`config.mk`:
```
export PLATFORM = sky130hd
export DESIGN_NAME = fan_pwm_ramp_flat
export DESIGN_NICKNAME = d
export VERILOG_FILES = /design/src/rtl/fan_pwm_ramp_pkg.sv /design/src/rtl/fan_pwm_ramp_if.sv /design/src/rtl/fan_pwm_ramp_tach_meter.sv /design/src/rtl/fan_pwm_ramp.sv /design/src/flat_wrapper.sv
export SDC_FILE = /design/constraint.sdc
export NUM_CORES = 1
export LEC_CHECK = 0
export BUFFER_PORTS_ARGS = -buffer_cell sky130_fd_sc_hd__buf_2
export CAP_MARGIN = 5
export CELL_PAD_IN_SITES_DETAIL_PLACEMENT = 1
export CELL_PAD_IN_SITES_GLOBAL_PLACEMENT = 2
export CORE_MARGIN = 2
export CORE_UTILIZATION = 39
export CTS_BUF_LIST = sky130_fd_sc_hd__clkbuf_8
export DETAILED_ROUTE_END_ITERATION = 10
export PLACE_DENSITY_LB_ADDON = 0.1
export SLEW_MARGIN = 20
export SYNTH_ARGS = -nofsm -noshare
export SYNTH_HDL_FRONTEND = slang
export SYNTH_SLANG_ARGS = --single-unit
```
`constraint.sdc`:
```
create_clock -name clk_i -period 3.4 [get_ports clk_i]
set_input_delay 0 -clock clk_i [delete_from_list [all_inputs] [get_ports clk_i]]
set_output_delay 0 -clock clk_i [all_outputs]
set_load 0.01 [all_outputs]
```
`src/rtl/fan_pwm_ramp_pkg.sv`:
```
// Shared types and elaboration-time helpers for the fan PWM controller.
package fan_pwm_ramp_pkg;

    typedef enum logic [1:0] {
        IDLE,
        KICK,
        RAMP,
        HOLD
    } fan_state_e;

    function automatic int unsigned period_cycles(input int unsigned clk_hz, input int unsigned pwm_hz);
        return clk_hz / pwm_hz;
    endfunction

    function automatic int unsigned step_cycles(input int unsigned period, input int unsigned duty_max);
        return period / duty_max;
    endfunction

    // Bits needed for a counter running 0..n-1 (at least one bit).
    function automatic int unsigned cnt_width(input int unsigned n);
        return (n > 1) ? $clog2(n) : 1;
    endfunction

endpackage

```
`src/rtl/fan_pwm_ramp_if.sv`:
```
// Board-side signal bundle of the fan controller: switch setting and tach in, PWM and status out.
interface fan_pwm_ramp_if #(
    parameter int unsigned DutyWidth = 4
);
    logic [DutyWidth-1:0] fan_sw_i;
    logic                 tach_i;
    logic                 fan_pwm_o;
    logic [DutyWidth-1:0] duty_o;
    logic                 busy_o;
    logic [15:0]          tach_cnt_o;
    logic                 stall_o;

    modport master (
        output fan_sw_i, tach_i,
        input  fan_pwm_o, duty_o, busy_o, tach_cnt_o, stall_o
    );

    modport slave (
        input  fan_sw_i, tach_i,
        output fan_pwm_o, duty_o, busy_o, tach_cnt_o, stall_o
    );
endinterface

```
`src/rtl/fan_pwm_ramp_tach_meter.sv`:
```
// Two-flop synchronizer cell and the windowed tach edge counter with stall detection.
module fan_sync2 #(
    parameter int unsigned Width = 1
) (
    input  logic             clk_i,
    input  logic             rst_i,
    input  logic [Width-1:0] d,
    output logic [Width-1:0] q
);
    logic [Width-1:0] meta;

    always_ff @(posedge clk_i) begin
        if (rst_i) begin
            meta <= '0;
            q    <= '0;
        end else begin
            meta <= d;
            q    <= meta;
        end
    end
endmodule

module fan_tach_meter
    import fan_pwm_ramp_pkg::*;
#(
    parameter int unsigned TachWindowCycles = 50_000_000
) (
    input  logic        clk_i,
    input  logic        rst_i,
    input  logic        tach,
    input  logic        duty_nz,
    input  logic        kick_active,
    output logic [15:0] tach_cnt,
    output logic        stall
);
    localparam int unsigned WinW = cnt_width(TachWindowCycles);

    logic            tach_s;
    logic            tach_prev;
    logic            fall;
    logic            win_end;
    logic [WinW-1:0] wcnt;
    logic [15:0]     ecnt;
    logic            kick_seen;

    fan_sync2 #(.Width(1)) u_tach_sync (
        .clk_i (clk_i),
        .rst_i (rst_i),
        .d     (tach),
        .q     (tach_s)
    );

    assign fall    = tach_prev & ~tach_s;
    assign win_end = (wcnt == WinW'(TachWindowCycles - 1));

    // A falling edge on the window-end cycle seeds the new window's count.
    always_ff @(posedge clk_i) begin
        if (rst_i) begin
            tach_prev <= 1'b0;
            wcnt      <= '0;
            ecnt      <= '0;
            kick_seen <= 1'b0;
            tach_cnt  <= '0;
            stall     <= 1'b0;
        end else begin
            tach_prev <= tach_s;
            if (win_end) begin
                wcnt      <= '0;
                tach_cnt  <= ecnt;
                ecnt      <= fall ? 16'd1 : '0;
                stall     <= (ecnt == '0) && duty_nz && !(kick_seen || kick_active);
                kick_seen <= 1'b0;
            end else begin
                wcnt <= wcnt + WinW'(1);
                if (fall && (ecnt != 16'hFFFF)) begin
                    ecnt <= ecnt + 16'd1;
                end
                kick_seen <= kick_seen | kick_active;
            end
        end
    end
endmodule

```
`src/rtl/fan_pwm_ramp.sv`:
```
// Fan PWM controller: kick-start at full speed, slew-limited duty ramp, tach-based stall monitor.
module fan_pwm_ramp
    import fan_pwm_ramp_pkg::*;
#(
    parameter int unsigned ClkFreqHz        = 50_000_000,
    parameter int unsigned PwmFreqHz        = 25_000,
    parameter int unsigned DutyWidth        = 4,
    parameter int unsigned KickPeriods      = 200,
    parameter int unsigned RampStepPeriods  = 4,
    parameter int unsigned TachWindowCycles = 50_000_000
) (
    input  logic         clk_i,
    input  logic         rst_i,
    fan_pwm_ramp_if.slave bus
);
    localparam int unsigned DutyMax      = (1 << DutyWidth) - 1;
    localparam int unsigned PeriodCycles = period_cycles(ClkFreqHz, PwmFreqHz);
    localparam int unsigned StepCycles   = step_cycles(PeriodCycles, DutyMax);
    localparam int unsigned PcntW        = cnt_width(PeriodCycles);
    localparam int unsigned HighW        = cnt_width(PeriodCycles + 1);
    localparam int unsigned KcntW        = cnt_width(KickPeriods);
    localparam int unsigned RcntW        = cnt_width(RampStepPeriods);

    fan_state_e           state_q, state_d;
    logic [DutyWidth-1:0] tgt;
    logic [DutyWidth-1:0] duty_q, duty_d, stepped;
    logic [KcntW-1:0]     kcnt_q, kcnt_d;
    logic [RcntW-1:0]     rcnt_q, rcnt_d;
    logic [PcntW-1:0]     pcnt_q;
    logic [HighW-1:0]     high_q, high_d;
    logic                 pwm_q;
    logic                 bnd;

    fan_sync2 #(.Width(DutyWidth)) u_sw_sync (
        .clk_i (clk_i),
        .rst_i (rst_i),
        .d     (bus.fan_sw_i),
        .q     (tgt)
    );

    assign bnd = (pcnt_q == PcntW'(PeriodCycles - 1));

    always_comb begin
        state_d = state_q;
        duty_d  = duty_q;
        kcnt_d  = kcnt_q;
        rcnt_d  = rcnt_q;
        stepped = duty_q;
        if (bnd) begin
            unique case (state_q)
                IDLE: begin
                    duty_d = '0;
                    if (tgt != '0) begin
                        state_d = KICK;
                        kcnt_d  = '0;
                    end
                end
                KICK: begin
                    if ((tgt == '0) || (kcnt_q == KcntW'(KickPeriods - 1))) begin
                        duty_d  = DutyWidth'(DutyMax);
                        rcnt_d  = '0;
                        state_d = RAMP;
                    end else begin
                        kcnt_d = kcnt_q + KcntW'(1);
                    end
                end
                RAMP: begin
                    if (rcnt_q == RcntW'(RampStepPeriods - 1)) begin
                        rcnt_d = '0;
                        if (duty_q < tgt) begin
                            stepped = duty_q + DutyWidth'(1);
                        end else if (duty_q > tgt) begin
                            stepped = duty_q - DutyWidth'(1);
                        end
                    end else begin
                        rcnt_d = rcnt_q + RcntW'(1);
                    end
                    duty_d = stepped;
                    if (stepped == '0) begin
                        state_d = IDLE;
                    end else if (stepped == tgt) begin
                        state_d = HOLD;
                    end
                end
                HOLD: begin
                    if (duty_q != tgt) begin
                        state_d = RAMP;
                        rcnt_d  = '0;
                    end
                end
                default: state_d = IDLE;
            endcase
        end
    end

    // High time follows the duty applied for the coming period, so duty_o and the PWM agree.
    always_comb begin
        if (duty_d == DutyWidth'(DutyMax)) begin
            high_d = HighW'(PeriodCycles);
        end else begin
            high_d = HighW'(duty_d * StepCycles);
        end
    end

    always_ff @(posedge clk_i) begin
        if (rst_i) begin
            state_q <= IDLE;
            duty_q  <= '0;
            kcnt_q  <= '0;
            rcnt_q  <= '0;
            pcnt_q  <= '0;
            high_q  <= '0;
            pwm_q   <= 1'b1;
        end else begin
            state_q <= state_d;
            duty_q  <= duty_d;
            kcnt_q  <= kcnt_d;
            rcnt_q  <= rcnt_d;
            pcnt_q  <= bnd ? '0 : pcnt_q + PcntW'(1);
            if (bnd) begin
                high_q <= high_d;
            end
            if (state_q == KICK) begin
                pwm_q <= 1'b1;
            end else if (state_q == IDLE) begin
                pwm_q <= 1'b0;
            end else begin
                pwm_q <= (HighW'(pcnt_q) < high_q);
            end
        end
    end

    fan_tach_meter #(.TachWindowCycles(TachWindowCycles)) u_tach (
        .clk_i       (clk_i),
        .rst_i       (rst_i),
        .tach        (bus.tach_i),
        .duty_nz     (duty_q != '0),
        .kick_active (state_q == KICK),
        .tach_cnt    (bus.tach_cnt_o),
        .stall       (bus.stall_o)
    );

    assign bus.fan_pwm_o = pwm_q;
    assign bus.duty_o    = duty_q;
    assign bus.busy_o    = (state_q == KICK) || (state_q == RAMP);
endmodule

```
`src/flat_wrapper.sv`:
```
// flat-port wrapper written by rule: the top's interface ports become plain ports
module fan_pwm_ramp_flat import fan_pwm_ramp_pkg::*;
#(
    parameter int unsigned ClkFreqHz        = 50_000_000,
    parameter int unsigned PwmFreqHz        = 25_000,
    parameter int unsigned DutyWidth        = 4,
    parameter int unsigned KickPeriods      = 200,
    parameter int unsigned RampStepPeriods  = 4,
    parameter int unsigned TachWindowCycles = 50_000_000
)
  (clk_i, rst_i, bus_fan_sw_i, bus_tach_i, bus_fan_pwm_o, bus_duty_o, bus_busy_o, bus_tach_cnt_o, bus_stall_o);
  fan_pwm_ramp_if #(.DutyWidth(DutyWidth)) bus_i ();
  input  logic clk_i;
  input  logic rst_i;
  input wire logic [$bits(bus_i.fan_sw_i)-1:0] bus_fan_sw_i;
  input wire logic [$bits(bus_i.tach_i)-1:0] bus_tach_i;
  output wire logic [$bits(bus_i.fan_pwm_o)-1:0] bus_fan_pwm_o;
  output wire logic [$bits(bus_i.duty_o)-1:0] bus_duty_o;
  output wire logic [$bits(bus_i.busy_o)-1:0] bus_busy_o;
  output wire logic [$bits(bus_i.tach_cnt_o)-1:0] bus_tach_cnt_o;
  output wire logic [$bits(bus_i.stall_o)-1:0] bus_stall_o;
  assign bus_i.fan_sw_i = bus_fan_sw_i;
  assign bus_i.tach_i = bus_tach_i;
  assign bus_fan_pwm_o = bus_i.fan_pwm_o;
  assign bus_duty_o = bus_i.duty_o;
  assign bus_busy_o = bus_i.busy_o;
  assign bus_tach_cnt_o = bus_i.tach_cnt_o;
  assign bus_stall_o = bus_i.stall_o;
  fan_pwm_ramp #(.ClkFreqHz(ClkFreqHz), .PwmFreqHz(PwmFreqHz), .DutyWidth(DutyWidth), .KickPeriods(KickPeriods), .RampStepPeriods(RampStepPeriods), .TachWindowCycles(TachWindowCycles)) u_core (.clk_i(clk_i), .rst_i(rst_i), .bus(bus_i));
endmodule
```
---- After elaboration in Yosys (flattened, before gate mapping) ----
Index checks and enable logic that the tools add are counted.
storage, ports and cells
  register bits ........................... 110
  input port bits ......................... 7
  output and inout port bits .............. 23
  logic and storage cells ................. 95
cells by class
  $add $sub $neg .......................... 7
  multiply operators ...................... 1
  magnitude comparators ................... 3
  eq/ne operators ......................... 16
  multiplexer cells ....................... 26
  bitwise logic cells ..................... 3
  reduce and logical (&&, ||, !) cells .... 22
operators with widths
  kind                                                   count
  two-way mux 16 bit                                     2
  two-way mux 4 bit                                      7
  adder 26 x 1 -> 26 bit, second input constant          1
  == test 26 bit, second input constant                  1
  adder 16 x 1 -> 16 bit, second input constant          1
  zero test 16 bit                                       1
  two-way mux 2 bit                                      8
  two-way mux 8 bit                                      2
  inequality test 16 bit, second input constant          1
  one-hot mux 8 bit (2 select lines)                     1
  one-hot mux 4 bit (3 select lines)                     1
  adder 11 x 1 -> 11 bit, second input constant          1
  == test 11 bit, second input constant                  1
  less-than comparator 11 bit                            1
  multiplier 4 x 8 -> 11 bit, second input constant      1
  two-way mux 11 bit                                     1
  adder 8 x 1 -> 8 bit, second input constant            1
  == test 8 bit, second input constant                   1
  zero test 4 bit                                        2
  one-hot mux 2 bit (4 select lines)                     1
  AND reduction 4 bit                                    2
  nonzero test 4 bit                                     2
  == test 2 bit, second input constant                   3
  inequality test 2 x 1 -> 1 bit, second input constant  3
  24 further kinds                                       32

---- Depth between registers and ports, before layout ----
Gate-level depths: netlist of run 1.
  depth in word-level cells ............... 10
  gate-level depth with buffers ........... 14
  depth with buffers taken out ............ 14

---- Modules after synthesis ----
Synthesis of run 1 repeated with hierarchy kept, for this count alone.
second synthesis, totals
  cell total of the unflattened synthesis .. 685
  area, all modules ....................... 5,846.9 um2
by module, submodules not included
  module                                 times used  cells an instance  area an instance (um2)  seq. area each (um2)
  fan_tach_meter                         1           348                2,981.6                 1,221.2
  fan_pwm_ramp                           1           317                2,602.5                 780.7
  fan_sync2 (u_core.u_sw_sync)           1           16                 210.2                   160.2
  fan_sync2 (u_core.u_tach.u_tach_sync)  1           4                  52.6                    40.0

---- Worst setup path before layout of run 1 ----
No wires, ideal clock.
  path kind ............................... register to register
  from .................................... register u_core.duty_q[0] (netlist: u_core.bus.duty_o[0])
  to ...................................... register u_core.high_q[4]
  setup time .............................. 0.086 ns
  arrival ................................. 2.956 ns
  required time ........................... 3.314 ns
  setup slack ............................. 0.358 ns
  stages on the path, launching flop included .. 14
  buffers on the path ..................... 0
  period minus slack after synthesis ...... 3.042 ns
  cells stage by stage .................... dfxtp_1 inv_1 ha_1 nand4_1 and2_1 a211o_1 a31o_2 a22oi_1 inv_1 ha_1 ha_1 ha_1 inv_1 a221oi_2
between the ends
  longest elaborated chain between the ends .. 10
  elaborated cells between the ends (all ways) .. 15
  classes of those cells .................. 2 x add/sub; 1 x mul; 2 x order compare; 1 x eq/ne; 9 x mux
ends and longest elaborated chain
  element                                                                 RTL line                                 source
  start, declared                                                         fan_pwm_ramp.sv:26                       logic [DutyWidth-1:0] duty_q, duty_d, stepped;
  start signal, assigned                                                  fan_pwm_ramp.sv:116                      duty_q <= duty_d;
  subtractor 4 x 1 -> 4 bit / > comparator 4 bit (equally long branches)  fan_pwm_ramp.sv:73, fan_pwm_ramp.sv:72
  two-way mux 4 bit                                                       fan_pwm_ramp.sv:72                       end else if (duty_q > tgt) begin
  two-way mux 4 bit                                                       fan_pwm_ramp.sv:70                       if (duty_q < tgt) begin
  two-way mux 4 bit                                                       fan_pwm_ramp.sv:68                       if (rcnt_q == RcntW'(RampStepPeriods - 1)) begin
  two-way mux 4 bit                                                       fan_pwm_ramp.sv:50                       unique case (state_q)
  two-way mux 4 bit                                                       fan_pwm_ramp.sv:49                       if (bnd) begin
  one-hot mux 4 bit (3 select lines)                                      fan_pwm_ramp.sv:50
  two-way mux 4 bit (*)                                                   fan_pwm_ramp.sv:49
  net u_core.duty_d[0]                                                    fan_pwm_ramp.sv:26
  multiplier 4 x 8 -> 11 bit / == test 4 bit (equally long branches)      fan_pwm_ramp.sv:101, fan_pwm_ramp.sv:98
  two-way mux 11 bit (*)                                                  fan_pwm_ramp.sv:98                       if (duty_d == DutyWidth'(DutyMax)) begin
  end signal, assigned                                                    fan_pwm_ramp.sv:121                      high_q <= high_d;
  end, declared                                                           fan_pwm_ramp.sv:30                       logic [HighW-1:0] high_q, high_d;
The timed path passes the listed nets; every way through them passes the cells marked *. The select of a mux whose other input is x is not followed.
A chain may end at the register's enable or synchronous reset.

---- Worst setup path after layout of run 1 ----
  from .................................... register u_core.u_sw_sync.q[1]
  to ...................................... register u_core.high_q[4]
between the ends
  longest elaborated chain between the ends .. 10
  elaborated cells between the ends (all ways) .. 15
  classes of those cells .................. 1 x mul; 2 x order compare; 1 x eq/ne; 9 x mux; 2 x reduce/logical
ends and longest elaborated chain
  element                                                             RTL line                                 source
  start, declared                                                     fan_pwm_ramp_tach_meter.sv:8             output logic [Width-1:0] q
  start signal, assigned                                              fan_pwm_ramp_tach_meter.sv:18            q <= meta;
  > comparator 4 bit                                                  fan_pwm_ramp.sv:72
  two-way mux 4 bit                                                   fan_pwm_ramp.sv:72
  two-way mux 4 bit                                                   fan_pwm_ramp.sv:70
  two-way mux 4 bit                                                   fan_pwm_ramp.sv:68
  two-way mux 4 bit                                                   fan_pwm_ramp.sv:50
  two-way mux 4 bit                                                   fan_pwm_ramp.sv:49
  one-hot mux 4 bit (3 select lines) (*)                              fan_pwm_ramp.sv:50
  two-way mux 4 bit (*)                                               fan_pwm_ramp.sv:49
  net u_core.duty_d[2]                                                fan_pwm_ramp.sv:26
  multiplier 4 x 8 -> 11 bit / == test 4 bit (equally long branches)  fan_pwm_ramp.sv:101, fan_pwm_ramp.sv:98
  two-way mux 11 bit (*)                                              fan_pwm_ramp.sv:98
Marks and branches as above.

==> impl_metrics.yaml, run 1 <==
status:
  status: "finished, final reports clean"
pwr:
  peakVddDrop_v: 0.000308
  report.power.total_mw: 2.22
  power.density_mw_per_mm2: 376
  leakage_nw: 2.29
clocking:
  cts_buffers: 9
  cts.clk_slew.worst_paths_ps: 110
  cts_tree: "done"
  clock-sinks: 110
  clk_latency_ps: 380
  cts-root-buf: "clkbuf_8"
  cts_buffer_depth: 2
  cts_max_level: 3
synthesis:
  yosys_warnings: 0
  syn_nets: 636
  postSynthAreaPerCell_um2: 8.83
  synth_cell_type_count: 58
  synth_top_flop_cell: "dfxtp_1"
  synth_edf_count: 0
  async_flop_share_pct: 0
  ys_seq_area_share_pct: 41.8
  syn-cell-area_mm2: 0.00527
  synth-seq-cells: 110
  synthCells: 597
drt:
  wl_per_cell_um: 15.1
  drtAntennaViolNets: 0
  vias: 4259
  drc: 0
  totalWireLength_um: 12300
  viasPerCell: 5.23
  first_pass_iters: 4
  drtIter0Drc: 154
timing:
  setup_viol: 0
  fin_skew_ps: 9.83
  max_slew.worst_pin.slew_ps: 819
  slew_violations: 0
  hold_viol_final: 0
  finalSetupTns_ps: 0
  fmax_mhz: 311
  hold-worst-slack_ps: 134
  fin_crit_sh_pct: 94.6
  slew_headroom_pct: 45.4
  fin_ws_ps: 184
  min_period_ps: 3220
hold_path:
  min_path_cells: 2
  min_path_type: "in -> reg"
  worst_hold_startpoint: "rst_i"
  min_to: "u_core.rcnt_q[1]"
floorplan:
  io_pins: 30
  core_area_mm2: 0.0132
  dieArea_mm2: 0.0145
  fp.dieH_um: 120
  rows: 42
  dieWidth_um: 120
  initial_utilization_pct: 39.8
critical_path:
  slowest_delay_ps: 380
  r2r_end: "u_core.high_q[4]"
  critPathMostFrequentCell: "ha_1"
  slowest_stage: "dfxtp_1"
  timing.rr.start: "u_core.u_sw_sync.q[1]"
  crit_type: "reg -> reg"
  cp.arrival_ps: 3520
  start_kind: "flip-flop"
  required_ps: 3700
  end_kind: "flip-flop"
  path_max_fanout: 7
  cp_cell_sequence: "inv_1, ha_1, nor2b_1, o211ai_2, nand2_1, a31oi_1, o32ai_1, a22oi_2, inv_1, ha_1, ha_1, ha_1, inv_1, a221oi_2"
  ff2ff_path_depth: 14
  reg2reg_slack_ps: 180
placement:
  portBuffers: 29
  pre_cts_ws_ps: 167
  hpwl_um: 8970
  gp_congestion: 0.817
  dpl_cell_area_mm2: 0.00563
  dpl.cell_count: 792
cells_and_area:
  fin_cells: 815
  area_delta_synth_final_pct: 12.2
  final_net_count: 673
  design_area_mm2: 0.00591
  drive_gt1_share_pct: 11.1
  fillers: 1615
  fin_util_pct: 44.6
global_routing:
  grt-ovfl-total: 0
  grt_pass1_wl_um: 21200
  antenna_found_initial: 1
  first_global_vias: 4399
  track_usage_pct: 18.1
  grt_max_degree: 42
flow_run:
  maxCapViolations: 0
==> registers in the layout, summed over array words and instances (netlist names) <==
register / flops
u_core.u_tach.u_tach_sync.meta: 1
u_core.u_tach.ecnt: 16
u_core.rcnt_q: 2
u_core.u_tach.wcnt: 26
u_core.bus.fan_pwm_o: 1
u_core.pcnt_q: 11
u_core.u_tach.stall: 1
u_core.bus.duty_o: 4
u_core.high_q: 11
u_core.u_tach.tach_prev: 1
u_core.u_sw_sync.meta: 4
u_core.u_tach.u_tach_sync.q: 1
u_core.state_q: 2
u_core.u_tach.kick_seen: 1
u_core.kcnt_q: 8
u_core.u_sw_sync.q: 4
u_core.u_tach.tach_cnt: 16
==> worst max path at each step <==
stage / from / end / slack [ps] / cells past startpoint
4_1_cts: u_core.bus.duty_o[3] / u_core.high_q[4] / 140 / 12
5_1_grt: u_core.u_sw_sync.q[1] / u_core.high_q[4] / -40 / 14
2_1_floorplan: u_core.bus.duty_o[0] / u_core.high_q[4] / 360 / 13
3_5_place_dp: u_core.bus.duty_o[3] / u_core.high_q[4] / 170 / 12
3_3_place_gp: u_core.bus.duty_o[3] / u_core.high_q[4] / 300 / 12
6_report: u_core.u_sw_sync.q[1] / u_core.high_q[4] / 180 / 14
==> critical path: cells and delay by family, from the launching register on <==
kind,cells,cell delay [ps]
buffers and inverters,3,210
flip-flops,1,380
AND/OR/NAND/NOR,2,270
adder cells (fa/ha/maj),4,960
AO/OA/AOI/OAI,5,1300
==> layer usage <==
layer	global-route usage, %	part of all wire (%)
met1	22.5	47
met2	31.2	49
met3	4.34	2.3
met4	5.16	1.2
met5	0	0
==> synth_stat cells (7+ instances only) <==
library cell	count	area share, %
nor2_1	111	7.9
dfxtp_1	110	42
xor2_1	38	6.3
nand2_1	36	2.6
ha_1	32	7.6
inv_1	32	2.3
nand3_1	26	2.5
mux2i_1	19	3.6
xnor2_1	17	2.8
clkbuf_1	16	1.1
nand4_1	15	1.8
nor2b_1	15	1.8
a21oi_1	14	1.3
and4_1	8	1.3
nor4_1	8	0.95
o21ai_0	8	0.76
nor3_1	7	0.66
==> cells in the final DEF, fill, tap and decap left out, types with 7 or more instances in the layout <==
cell and count:
nor2_1 111, buf_4 12, nand4_1 15, xnor2_1 17, dfxtp_1 110, a21oi_1 13, mux2i_1 19, inv_1 32
ha_1 32, and4_1 8, o21ai_0 8, nor2b_1 15, xor2_1 38, nand2_1 36, nor3_1 7, clkbuf_8 9
nand3_1 26, buf_2 29, nor4_1 8
==> cell type report <==
cell class | instances | area [um2] | share of cell area [%]
Multi-Input combinational cell | 435 | 2880 | 48.7
Clock buffer | 9 | 124 | 2.10
Tap cell | 176 | 220 | 3.73
Inverter | 32 | 120 | 2.03
Timing Repair Buffer | 46 | 285 | 4.83
Antenna cell | 1 | 2.50 | 0.0423
Sequential cell | 110 | 2200 | 37.3
Clock inverter | 6 | 80.1 | 1.35
==> power breakdown <==
part           switching (mW)  internal [mW]
sequential            0.00899           1.30
combinational          0.0545         0.0357
clock                   0.474          0.350
==> logic make-up (layout without fill, tap and decap cells) <==
kind of cell | Yosys count | in the layout | share of synthesized area (%)
buf+inv | 52 | 93 | 3.78
mux | 19 | 19 | 3.61
simple gates | 257 | 257 | 23.7
other cells | 0 | 1 | 0
fa+ha+maj | 32 | 32 | 7.60
flops | 110 | 110 | 41.8
xor+xnor | 55 | 55 | 9.14
compound gates | 72 | 72 | 10.4
==> repair_timing <==
item / in CTS / in global routing
setup buffers: 0 / 2
endpoints found under the setup margin: 0 / 3
hold endpoints to repair: 5 / 0
hold buffers: 5 / 0
resized for setup: 0 / 2
No activity file was read; power rests on OpenSTA's default activity.
==> run 2: changes to the inputs <==
CELL_PAD_IN_SITES_DETAIL_PLACEMENT = default   (was 1)
CELL_PAD_IN_SITES_GLOBAL_PLACEMENT = default   (was 2)
CORE_UTILIZATION = 50   (was 39)
PLACE_DENSITY = 0.67   (was default)
PLACE_DENSITY_LB_ADDON = default   (was 0.1)
==> run 2 against run 1 <==
Against the previous run:
- register-to-register slack about the same
- sequential cell count did not move
- clock-buffer cell count rose by 1
- sequential power hardly changed
- worst setup slack better by 14 ps
- wire length decreased by 17%
- hold slack worse by 27 ps
- via count fell by 4.3%
- die area fell by 21%
- critical path type unchanged
- largest cell class unchanged
==> impl_metrics.yaml, run 2 (synthesized netlist as in run 1, its figures left out) <==
cells_and_area:
  area_delta_synth_final_pct: 10.4
  final_net_count: 668
  mostFrequentLayoutCell: "nor2_1"
  largest_register: "u_core.u_tach.wcnt"
  final_cell_mix: "111 x nor2_1, 109 x dfxtp_1, 38 x xor2_1"
  top_regs: "u_core.u_tach.wcnt (26), u_core.u_tach.ecnt (16), u_core.u_tach.tach_cnt (16)"
  diodes: 0
  drive_gt1_share_pct: 10.3
  design_area_mm2: 0.00581
  largest_reg_flops: 26
clocking:
  cts_tree: "done"
  post_cts_buffers: 0
  cts_buffer_depth: 2
  cts_buffers: 9
  cts.clk_slew.worst_paths_ps: 110
  clk_latency_ps: 380
  cts-root-buf: "clkbuf_8"
  cts_max_level: 3
  clock-sinks: 110
timing:
  slew_headroom_pct: 48.6
  max_slew.worst_pin.slew_ps: 771
  fin_skew_ps: 17.6
  rsz0062_at_grt: "no"
  fmax_mhz: 312
  hold_viol_final: 0
  min_period_ps: 3200
  hold-worst-slack_ps: 107
  fin_crit_sh_pct: 94.2
  slew_violations: 0
  setup_viol: 0
  finalSetupTns_ps: 0
critical_path:
  ff2ff_path_depth: 13
  required_ps: 3690
  crit_type: "reg -> reg"
  cp.arrival_ps: 3490
  end_kind: "flip-flop"
  start_kind: "flip-flop"
  path_max_fanout: 6
drt:
  viasPerCell: 5.29
  drc: 0
  wl_per_cell_um: 13.2
  drtIter0Drc: 157
  vias: 4075
  first_pass_iters: 4
  drtAntennaViolNets: 0
  totalWireLength_um: 10200
floorplan:
  dieWidth_um: 107
  core_area_mm2: 0.0103
  initial_utilization_pct: 51.3
  io_pins: 30
  dieArea_mm2: 0.0114
  rows: 37
  fp.dieH_um: 107
global_routing:
  grt_max_degree: 42
  antenna_found_initial: 0
  track_usage_pct: 19.3
  first_global_vias: 3931
  grt_pass1_wl_um: 17800
  grt-ovfl-total: 0
placement:
  gp_congestion: 0.851
  portBuffers: 29
  hpwl_um: 7460
  dpl_cell_area_mm2: 0.00556
hold_path:
  min_path_type: "in -> reg"
  min_path_cells: 2
pwr:
  peakVddDrop_v: 0.000181
  leakage_nw: 2.28
  power.density_mw_per_mm2: 378
status:
  status: "finished, final reports clean"
flow_run:
  maxCapViolations: 0
-- run 2: what timing repair did --
item,4_1_cts,5_1_grt
setup endpoints to repair,0,3
hold buffers,5,0
resized for setup,0,1
endpoints found under the hold margin,5,0
-- run 2: through the flow --
step           worst slack [ps]  utilization [%]  power (mW)  cells
5_1_grt                    24.7             56.6        2.30    770
4_1_cts                     141             56.6        2.23    770
2_1_floorplan               358                -        1.40    597
3_5_place_dp                185             54.1        1.42    749
6_report                    198             56.6        2.20    770
3_3_place_gp                251             54.1        1.42    749
-- run 2: worst max-delay path: stages (launching register included) --
cell	delay (ps)
dfxtp_1	340
inv_1	70
ha_1	370
nand4_1	280
and2_1	310
a31oi_1	250
o32ai_1	120
a22oi_2	290
inv_1	120
ha_1	230
ha_1	200
ha_1	280
inv_1	40
a221oi_2	210
-- run 2: report_power, final --
part,internal [mW],switching [mW],total [mW]
logic,0.0322,0.0507,0.0829
clock network,0.366,0.438,0.804
registers,1.30,0.00884,1.31
total,1.70,0.498,2.20
-- run 2: final cells by class --
cell class	instances	area, um2
flip-flops and latches	110	2200
repair buffers	41	248
inverters	32	120
clock inverters	6	67.6
multi-input cells	435	2870
fillers	957	4460
clock buffers	10	138
well taps	136	170
-- run 2: final timing paths --
check,from,to,slack (ps)
worst max-delay path,u_core.u_sw_sync.q[3],u_core.high_q[4],200
worst min-delay path,rst_i,u_core.u_tach.tach_cnt[15],110
worst max register to register,u_core.u_sw_sync.q[3],u_core.high_q[4],200
worst min register to register,u_core.u_tach.u_tach_sync.meta,u_core.u_tach.u_tach_sync.q,450
-- run 2: routing by layer --
metal / vias to the layer above / global-route usage (%) / wire length, um
li1: 2118 / - / -
met1: 1890 / 25.7 / 4970
met2: 54 / 30.4 / 4710
met3: 13 / 4.13 / 321
met4: 0 / 7.70 / 178
met5: - / 0 / 0
